**config.mk**
```make
export PLATFORM = sky130hd
export DESIGN_NAME = frame_reader
export DESIGN_NICKNAME = d
export VERILOG_FILES = /design/src/rtl/frame_reader.sv
export SDC_FILE = /design/constraint.sdc
export NUM_CORES = 1
export LEC_CHECK = 0
export ABC_AREA = 1
export ABC_CLOCK_PERIOD_IN_PS = 5900
export CAP_MARGIN = 15
export CORE_UTILIZATION = 65
export DETAILED_ROUTE_END_ITERATION = 8
export GPL_ROUTABILITY_DRIVEN = 0
export PLACE_DENSITY = 0.85
export SLEW_MARGIN = 5
export SYNTH_ARGS = -nofsm -noshare
export SYNTH_HDL_FRONTEND = slang
export SYNTH_SLANG_ARGS = --single-unit
```
**constraint.sdc**
```tcl
create_clock -name clk -period 5.9 [get_ports clk]
set_clock_uncertainty 0.1 [all_clocks]
set_input_delay 0.59 -clock clk [delete_from_list [all_inputs] [get_ports clk]]
set_output_delay 0.59 -clock clk [all_outputs]
set_load 0.03 [all_outputs]
```
**src/rtl/frame_reader.sv**
```systemverilog
`timescale 1ns/1ps
// -----------------------------------------------------------------------------
// frame_reader
// Scanout-side reader for the pixel frame buffer. On each start pulse it walks
// the frame buffer with sequential word-read requests beginning at BASE_WADDR.
// It buffers the in-order read responses in a small FIFO and streams 24-bit
// RGB pixels to the video sink over a valid/ready handshake.
//
// Ports:
//   clk, rst            system clock, synchronous active-high reset
//   start               one-cycle pulse that begins a frame (ignored unless idle)
//   busy, done          frame in progress / one-cycle pulse after the last pixel
//   underrun            sticky: sink was starved while the frame was incomplete
//   req_valid/addr/ready  word-read request channel to the memory arbiter
//   resp_valid/data     in-order read responses (RGB in bits [23:0])
//   pix_valid/data/sof/eof/ready  pixel stream to the display encoder
// -----------------------------------------------------------------------------
module frame_reader #(
   parameter logic [29:0] BASE_WADDR  = 30'h04100000,
   parameter int unsigned FRAME_WORDS = 614000,
   parameter int unsigned FIFO_DEPTH  = 16,
   parameter int unsigned CNT_W       = 20
) (
   input  logic        clk,
   input  logic        rst,
   input  logic        start,
   output logic        busy,
   output logic        done,
   output logic        underrun,
   output logic        req_valid,
   output logic [29:0] req_addr,
   input  logic        req_ready,
   input  logic        resp_valid,
   input  logic [31:0] resp_data,
   output logic        pix_valid,
   output logic [23:0] pix_data,
   output logic        pix_sof,
   output logic        pix_eof,
   input  logic        pix_ready
);

   // The pixel counters get one bit beyond CNT_W so that a full 2^20-word
   // frame can still be told apart from "one word short".
   localparam int PTR_W  = $clog2(FIFO_DEPTH);
   localparam int FCNT_W = PTR_W + 1;
   localparam int PC_W   = CNT_W + 1;
   localparam logic [PC_W-1:0]   FRAME_LEN = PC_W'(FRAME_WORDS);
   localparam logic [PC_W-1:0]   LAST_IDX  = PC_W'(FRAME_WORDS - 1);
   localparam logic [FCNT_W:0]   DEPTH_SUM = (FCNT_W + 1)'(FIFO_DEPTH);

   typedef enum logic [1:0] {IDLE, FETCH, DRAIN} state_t;

   state_t              state;
   state_t              state_nxt;
   logic [PC_W-1:0]     req_cnt;
   logic [PC_W-1:0]     out_cnt;
   logic [FCNT_W-1:0]   outstanding;
   logic [FCNT_W-1:0]   fifo_count;
   logic [PTR_W-1:0]    wr_ptr;
   logic [PTR_W-1:0]    rd_ptr;
   logic [23:0]         mem [FIFO_DEPTH];
   logic                first_cycle;
   logic                underrun_r;
   logic                done_r;
   logic                start_acc;
   logic                req_hs;
   logic                resp_ok;
   logic                pix_hs;
   logic                last_pix;
   logic [FCNT_W:0]     credit_sum;
   logic                unused_resp_hi;

   // Handshake qualifiers. A response only counts when a request is actually
   // outstanding, so stray responses after a reset never reach the FIFO.
   // Every issued request reserves a FIFO slot through the credit sum, which
   // is what keeps the FIFO from ever overflowing.
   assign start_acc      = (state == IDLE) && start;
   assign req_hs         = req_valid && req_ready;
   assign resp_ok        = resp_valid && (outstanding != '0);
   assign pix_hs         = pix_valid && pix_ready;
   assign last_pix       = pix_hs && (out_cnt == LAST_IDX);
   assign credit_sum     = {1'b0, outstanding} + {1'b0, fifo_count};
   assign unused_resp_hi = ^resp_data[31:24];

   // Output decode. Address and pixel data are forced to zero when their
   // valid is low so the idle bus is quiet.
   assign busy      = (state != IDLE);
   assign done      = done_r;
   assign underrun  = underrun_r;
   assign req_valid = (state == FETCH) && (req_cnt < FRAME_LEN) && (credit_sum < DEPTH_SUM);
   assign req_addr  = req_valid ? (BASE_WADDR + 30'(req_cnt)) : '0;
   assign pix_valid = (fifo_count != '0);
   assign pix_data  = pix_valid ? mem[rd_ptr] : '0;
   assign pix_sof   = pix_valid && (out_cnt == '0);
   assign pix_eof   = pix_valid && (out_cnt == LAST_IDX);

   // Frame sequencing: fetch until every word has been requested, then drain
   // the remaining responses until the sink takes the last pixel.
   always_comb begin
      state_nxt = state;
      case (state)
         IDLE:    if (start) state_nxt = FETCH;
         FETCH:   if (req_cnt == FRAME_LEN) state_nxt = DRAIN;
         DRAIN:   if (last_pix) state_nxt = IDLE;
         default: state_nxt = IDLE;
      endcase
   end

   // State register plus all counters, FIFO pointers and status flags. An
   // accepted start restarts everything for a fresh frame. The underrun check
   // skips the first busy cycle because no data could possibly be there yet.
   always_ff @(posedge clk) begin
      if (rst) begin
         state       <= IDLE;
         req_cnt     <= '0;
         out_cnt     <= '0;
         outstanding <= '0;
         fifo_count  <= '0;
         wr_ptr      <= '0;
         rd_ptr      <= '0;
         first_cycle <= 1'b0;
         underrun_r  <= 1'b0;
         done_r      <= 1'b0;
      end else begin
         state       <= state_nxt;
         done_r      <= (state == DRAIN) && last_pix;
         first_cycle <= start_acc;
         if (start_acc) begin
            req_cnt     <= '0;
            out_cnt     <= '0;
            outstanding <= '0;
            fifo_count  <= '0;
            wr_ptr      <= '0;
            rd_ptr      <= '0;
            underrun_r  <= 1'b0;
         end else begin
            if (req_hs) req_cnt <= req_cnt + 1'b1;
            if (pix_hs) out_cnt <= out_cnt + 1'b1;
            if (resp_ok) wr_ptr <= wr_ptr + 1'b1;
            if (pix_hs) rd_ptr <= rd_ptr + 1'b1;
            case ({req_hs, resp_ok})
               2'b10:   outstanding <= outstanding + 1'b1;
               2'b01:   outstanding <= outstanding - 1'b1;
               default: outstanding <= outstanding;
            endcase
            case ({resp_ok, pix_hs})
               2'b10:   fifo_count <= fifo_count + 1'b1;
               2'b01:   fifo_count <= fifo_count - 1'b1;
               default: fifo_count <= fifo_count;
            endcase
            if (busy && pix_ready && (fifo_count == '0) && (out_cnt < FRAME_LEN) && !first_cycle)
               underrun_r <= 1'b1;
         end
      end
   end

   // Pixel storage. No reset needed: contents are only visible through
   // pix_data while the FIFO count says the entry is live.
   always_ff @(posedge clk) begin
      if (!rst && resp_ok)
         mem[wr_ptr] <= resp_data[23:0];
   end

endmodule

```
==> flow_metrics.py, run 1 <==
metrics = {
    "sta": {
        "finalCriticalPeriod_ns": 4.92,
        "hold_viol": 0,
        "finalSetupViolCount": 0,
        "drv_slew": 0,
        "fin_crit_sh_pct": 83.3,
        "fmax_mhz": 203,
        "worst_pin_slew_ns": 1.18,
        "finalSetupTns_ns": 0,
        "relSlewSlack_pct": 21.5,
        "setup_ws_ns": 0.985,
        "rsz0062_at_grt": "false",
    },
    "synthesis": {
        "synth-main-ff-cell": "edfxtp_1",
        "syn_avg_cell_area_um2": 10.9,
        "synth_area_mm2": 0.0198,
        "synth_warnings": 0,
        "synth_most_common_cell": "edfxtp_1",
        "async_flop_share_pct": 0,
        "ys_ff_latch": 453,
        "synthCells": 1821,
        "ys_seq_area_share_pct": 65.3,
        "synth_edf_count": 384,
        "synth_common_cells": "edfxtp_1 (384), nand2_1 (360), nor2_1 (234)",
        "synth_cell_types": 39,
        "synth.top_cell.area_share_pct": 58.3,
        "yosysTopAreaCell": "edfxtp_1",
        "netlist_top_cells_area": "edfxtp_1 (58%), dfxtp_1 (7.0%), nand2_1 (6.8%)",
    },
    "floorplan": {
        "dieArea_mm2": 0.0311,
        "core_mm2": 0.0298,
        "row_count": 63,
        "die_h_um": 176,
        "num_io_pins": 99,
        "initial_core_util_pct": 66.3,
        "die_width_um": 176,
    },
    "place": {
        "portBuffers": 82,
        "hpwl_mm": 25.1,
        "placed_cells": 2205,
        "pre_cts_ws_ns": 1.72,
    },
    "clocking": {
        "cts_inserted_buffers": 46,
        "clockBufferDepth": 3,
        "clk_pin_slew_ns": 0.06,
        "cts_hold_buf": 0,
        "cts-root-buf": "clkbuf_16",
        "cts.sinks": 453,
        "cts_tree": "built",
        "postCtsSetupRepairBufs": 0,
        "clk-insertion-delay-late_ns": 0.54,
        "htree_levels": 2,
        "cts_resized": 0,
    },
    "routing": {
        "viasPerCell": 6.28,
        "routedWlPerCell_um": 20.7,
        "drtAntennaViolNets": 0,
        "drt_iter0_drc": 1841,
        "dr.pass1.iters": 5,
        "drc": 0,
        "wirelength_mm": 47.4,
        "vias": 14400,
    },
    "worst_setup_path": {
        "critPathRequiredTime_ns": 5.21,
        "cp-end-kind": "primary output",
        "cp-start-kind": "flop",
        "path_class": "reg -> out",
        "worst-path-max-fanout": 114,
        "cp.arrival_ns": 4.23,
    },
    "power": {
        "power_density_mw_per_mm2": 372,
        "clock_power_share_pct": 33.4,
        "power_switching_mw": 2.54,
        "combPwrFrac_pct": 23.0,
        "leakagePower_nw": 7.47,
        "total_power_mw": 8.24,
        "irDropWorstVdd_mv": 0.319,
        "p_sw_share_pct": 30.8,
        "pwr-share-seq_pct": 43.6,
        "p_int_mw": 5.70,
    },
    "cells_and_area": {
        "drive_gt1_share_pct": 6.70,
        "area_growth_pct": 12.1,
        "layout.nets": 1924,
        "layoutNonFillerInstCount": 2287,
    },
    "run": {
        "max_cap_violations": 0,
    },
    "grt": {
        "track_usage_pct": 30.5,
        "grt_overflow": 0,
        "antenna_found_initial": 1,
        "grt_pass1_wl_mm": 72.7,
        "first_global_vias": 13600,
        "grt_max_degree": 193,
    },
    "min_path": {
        "hold_path_class": "reg -> reg",
    },
    "outcome": {
        "status": "finished clean",
    },
}
per-layer routing:
| metal | global-route usage (%) | routed length (µm) |
|---|---|---|
| met3 | 5.45 | 4730 |
| met4 | 12.7 | 1520 |
| met2 | 50.2 | 23500 |
| met1 | 40.4 | 17700 |
| met5 | 0 | 0 |
logic make-up after synthesis:
group / after synthesis / synth area share, %
DFF: 453 / 65.3
and+or+nand+nor: 776 / 16.4
adders and majority gates: 23 / 1.53
xor gates and xnor gates: 20 / 0.886
buffers and inverters: 207 / 4.91
other: 1 / 0.0190
AOI/OAI and AO/OA: 341 / 10.9
layout by cell type (no fill, tap or decap), types with 6 or more instances in the layout:
cell type,Yosys,layout
buf_4,19,14
clkinv_2,0,7
o21ai_1,6,6
conb_1,1,8
nand4_1,26,26
a32oi_1,19,19
o21bai_1,58,58
clkinv_1,0,6
clkbuf_1,34,11
a21oi_1,119,119
clkdlybuf4s50_1,0,82
nor2_4,2,12
dfxtp_1,69,66
nor3_1,18,18
edfxtp_1,384,384
nor2_2,10,16
o21ai_0,75,75
inv_1,90,89
clkbuf_16,0,47
nand2_1,360,360
xor2_1,17,17
nor2_1,234,218
nand3_1,109,109
o221ai_1,53,53
ha_1,21,21
flip-flops by register name, summed over array words and instances, names as in the netlist, named ones only:
signal       count
done             1
fifo_count       5
first_cycle      1
mem            384
out_cnt         21
outstanding      5
rd_ptr           4
req_cnt         21
state            2
underrun         1
wr_ptr           4
layout make-up:
type / instances / area (µm²)
inverter: 96 / 363
antenna: 1 / 2.50
clock inverter: 18 / 125
tap: 390 / 488
clock buffer: 63 / 1290
sequential: 453 / 12900
timing repair buffer: 98 / 966
multi-input combinational: 1168 / 6000
fill: 1856 / 7650
critical path, cell delays in order (launching register included):
cell	delay [ns]
dfxtp_4	0.91
buf_4	1.00
o21ai_0	0.30
o221ai_1	0.25
nand3_1	0.11
a21oi_1	0.35
clkdlybuf4s50_1	0.75
stage by stage:
| stage | hold slack [ns] | area, µm² | util, % |
|---|---|---|---|
| after floorplan | 0.336 | 19800 | - |
| after CTS | 0.356 | 22100 | 74.3 |
| after global routing | 0.369 | 22200 | 74.3 |
| after detailed placement | 0.343 | 20700 | 69.6 |
| final | 0.351 | 22200 | 74.3 |
| after global placement | 0.339 | 20700 | 69.6 |
power by group through the flow:
stage / Clock [mW] / Combinational [mW] / Sequential (mW)
floorplan: 0 / 1.31 / 3.61
global placement: 0 / 1.77 / 3.65
detailed placement: 0 / 1.84 / 3.66
CTS: 2.76 / 1.87 / 3.59
global route: 2.87 / 2.04 / 3.60
finish: 2.75 / 1.90 / 3.59
worst paths after layout:
check	from	endpoint	slack (ns)	cells after the start
setup / recovery	flop	pix_data[23]	0.98	6
hold / removal	underrun	underrun	0.35	2
setup reg to reg	outstanding[1]	outstanding[4]	2.12	19
hold reg to reg	underrun	underrun	0.35	2
Note: power is estimated with default switching activity, not from simulation.
==> run 2, diff against run 1 <==
- ABC_CLOCK_PERIOD_IN_PS: 5900 -> 5200
- CORE_UTILIZATION: 65 -> 60
- PLACE_DENSITY: 0.85 -> 0.8
- clock period: 5.9 -> 5.2 ns (I/O delays scaled with it)
==> flow_metrics.py, run 2 (synthesis results as in run 1) <==
metrics = {
    "sta": {
        "fmax_mhz": 231,
        "fin_crit_sh_pct": 83.2,
        "setup_ws_ns": 0.875,
        "finalSetupTns_ns": 0,
        "finalCriticalPeriod_ns": 4.33,
        "worst_pin_slew_ns": 1.09,
        "rsz0062_at_grt": "false",
        "drv_slew": 0,
        "hold_viol": 0,
        "finalSetupViolCount": 0,
        "relSlewSlack_pct": 26.9,
    },
    "worst_setup_path": {
        "r2r_start": "outstanding[1]",
        "path_class": "reg -> out",
        "worst-path-max-fanout": 134,
        "worstReg2RegEnd": "outstanding[4]",
        "cp-start-kind": "flop",
        "r2r_cells": 19,
        "cp.arrival_ns": 3.71,
        "cp-end-kind": "primary output",
        "regToRegSetupSlack_ns": 1.42,
        "critPathRequiredTime_ns": 4.58,
    },
    "clocking": {
        "cts_resized": 0,
        "cts-root-buf": "clkbuf_16",
        "postCtsSetupRepairBufs": 0,
        "clk_pin_slew_ns": 0.06,
        "clk-insertion-delay-late_ns": 0.55,
        "cts_inserted_buffers": 45,
        "cts.sinks": 453,
        "cts_tree": "built",
        "htree_levels": 2,
        "clockBufferDepth": 3,
        "cts_hold_buf": 0,
    },
    "place": {
        "portBuffers": 82,
        "place_area_mm2": 0.0208,
        "hpwl_mm": 23.6,
        "pre_cts_ws_ns": 1.49,
        "placed_cells": 2254,
    },
    "min_path": {
        "hp-start": "underrun",
        "hold_path_class": "reg -> reg",
        "min_to": "underrun",
        "hold_depth": 2,
    },
    "grt": {
        "grt_overflow": 0,
        "grt_max_degree": 135,
        "grt_pass1_wl_mm": 68.7,
        "antenna_found_initial": 1,
        "first_global_vias": 13100,
        "track_usage_pct": 26.5,
    },
    "cells_and_area": {
        "layout.nets": 1920,
        "drive_gt1_share_pct": 6.34,
        "n_fill_cell": 2238,
        "area_growth_pct": 12.5,
        "final_common_cell": "edfxtp_1",
        "seq_area_mm2": 0.0129,
        "post-route-cell-area_mm2": 0.0222,
        "layoutNonFillerInstCount": 2338,
        "multi_input_area_mm2": 0.00603,
        "fin_util_pct": 68.5,
        "largest-register": "mem",
        "reg_top3": "mem (384), out_cnt (21), req_cnt (21)",
        "largest_reg_flops": 384,
        "most-common-layout-cells": "edfxtp_1 (384), nand2_1 (360), nor2_1 (218), a21oi_1 (119), nand3_1 (109)",
    },
    "routing": {
        "viasPerCell": 5.94,
        "drc": 0,
        "drt_iter0_drc": 1445,
        "dr.pass1.iters": 6,
        "wirelength_mm": 44.8,
        "vias": 13900,
        "drtAntennaViolNets": 0,
        "routedWlPerCell_um": 19.1,
    },
    "power": {
        "power_switching_mw": 2.84,
        "clock_power_share_pct": 33.4,
        "power_density_mw_per_mm2": 418,
        "pwr-share-seq_pct": 44.0,
        "irDropWorstVdd_mv": 0.362,
        "p_sw_share_pct": 30.6,
        "combPwrFrac_pct": 22.7,
        "leakagePower_nw": 7.45,
        "p_int_mw": 6.46,
    },
    "floorplan": {
        "initial_core_util_pct": 60.9,
        "dieArea_mm2": 0.0337,
        "die_h_um": 184,
        "num_io_pins": 99,
        "row_count": 66,
        "die_width_um": 184,
        "core_mm2": 0.0325,
    },
    "outcome": {
        "status": "finished clean",
    },
    "run": {
        "max_cap_violations": 0,
    },
}
[run 2: changes by cell type in the layout (fill, tap and decap cells not counted), sizes merged]
cell and delta:
buf -3, diode +1, clkinv +4, bufinv +1
clkbuf -4
[run 2: how the worst max path moves through the flow]
stage	end	slack (ns)	cells past startpoint
after CTS	pix_data[23]	0.92	8
after global routing	req_addr[18]	0.75	9
after floorplan	outstanding[4]	2.57	18
after detailed placement	outstanding[4]	1.49	19
after global placement	outstanding[4]	1.55	19
final	pix_data[23]	0.87	8
[run 2: cell type report]
cell class,instances,share of cell area (%)
Tap cell,442,2.49
Sequential cell,453,58.1
Clock buffer,59,5.49
Timing Repair Buffer,95,4.30
Clock inverter,23,0.855
Multi-Input combinational cell,1168,27.1
Antenna cell,2,0.0225
Inverter,96,1.64
[run 2: worst max-delay path, cell delays in order, from the launching register on]
cell and delay [ns]:
dfxtp_4 0.78, buf_12 0.52, nand2_1 0.14, a32oi_1 0.28, nand2_1 0.08, nand2_1 0.09, nand2_1 0.06, a21oi_1 0.38
clkdlybuf4s50_1 0.76
[run 2: stage by stage]
step	power, mW	hold WS, ns
6_report	9.30	0.349
5_1_grt	9.65	0.383
4_1_cts	9.30	0.351
3_5_place_dp	6.23	0.344
3_3_place_gp	6.17	0.342
2_1_floorplan	5.58	0.336
[run 2: power groups by stage]
| stage | logic, mW | registers (mW) | clock network (mW) |
|---|---|---|---|
| after detailed placement | 2.07 | 4.17 | 0 |
| after global routing | 2.30 | 4.10 | 3.25 |
| after floorplan | 1.49 | 4.10 | 0 |
| final | 2.11 | 4.09 | 3.10 |
| after global placement | 2.01 | 4.16 | 0 |
| after CTS | 2.09 | 4.09 | 3.12 |
[run 2: metal layers]
layer	wire length, µm	GRT usage (%)
met5	0	0
met1	18300	35.8
met3	4150	5.27
met4	1300	10.0
met2	21000	42.4
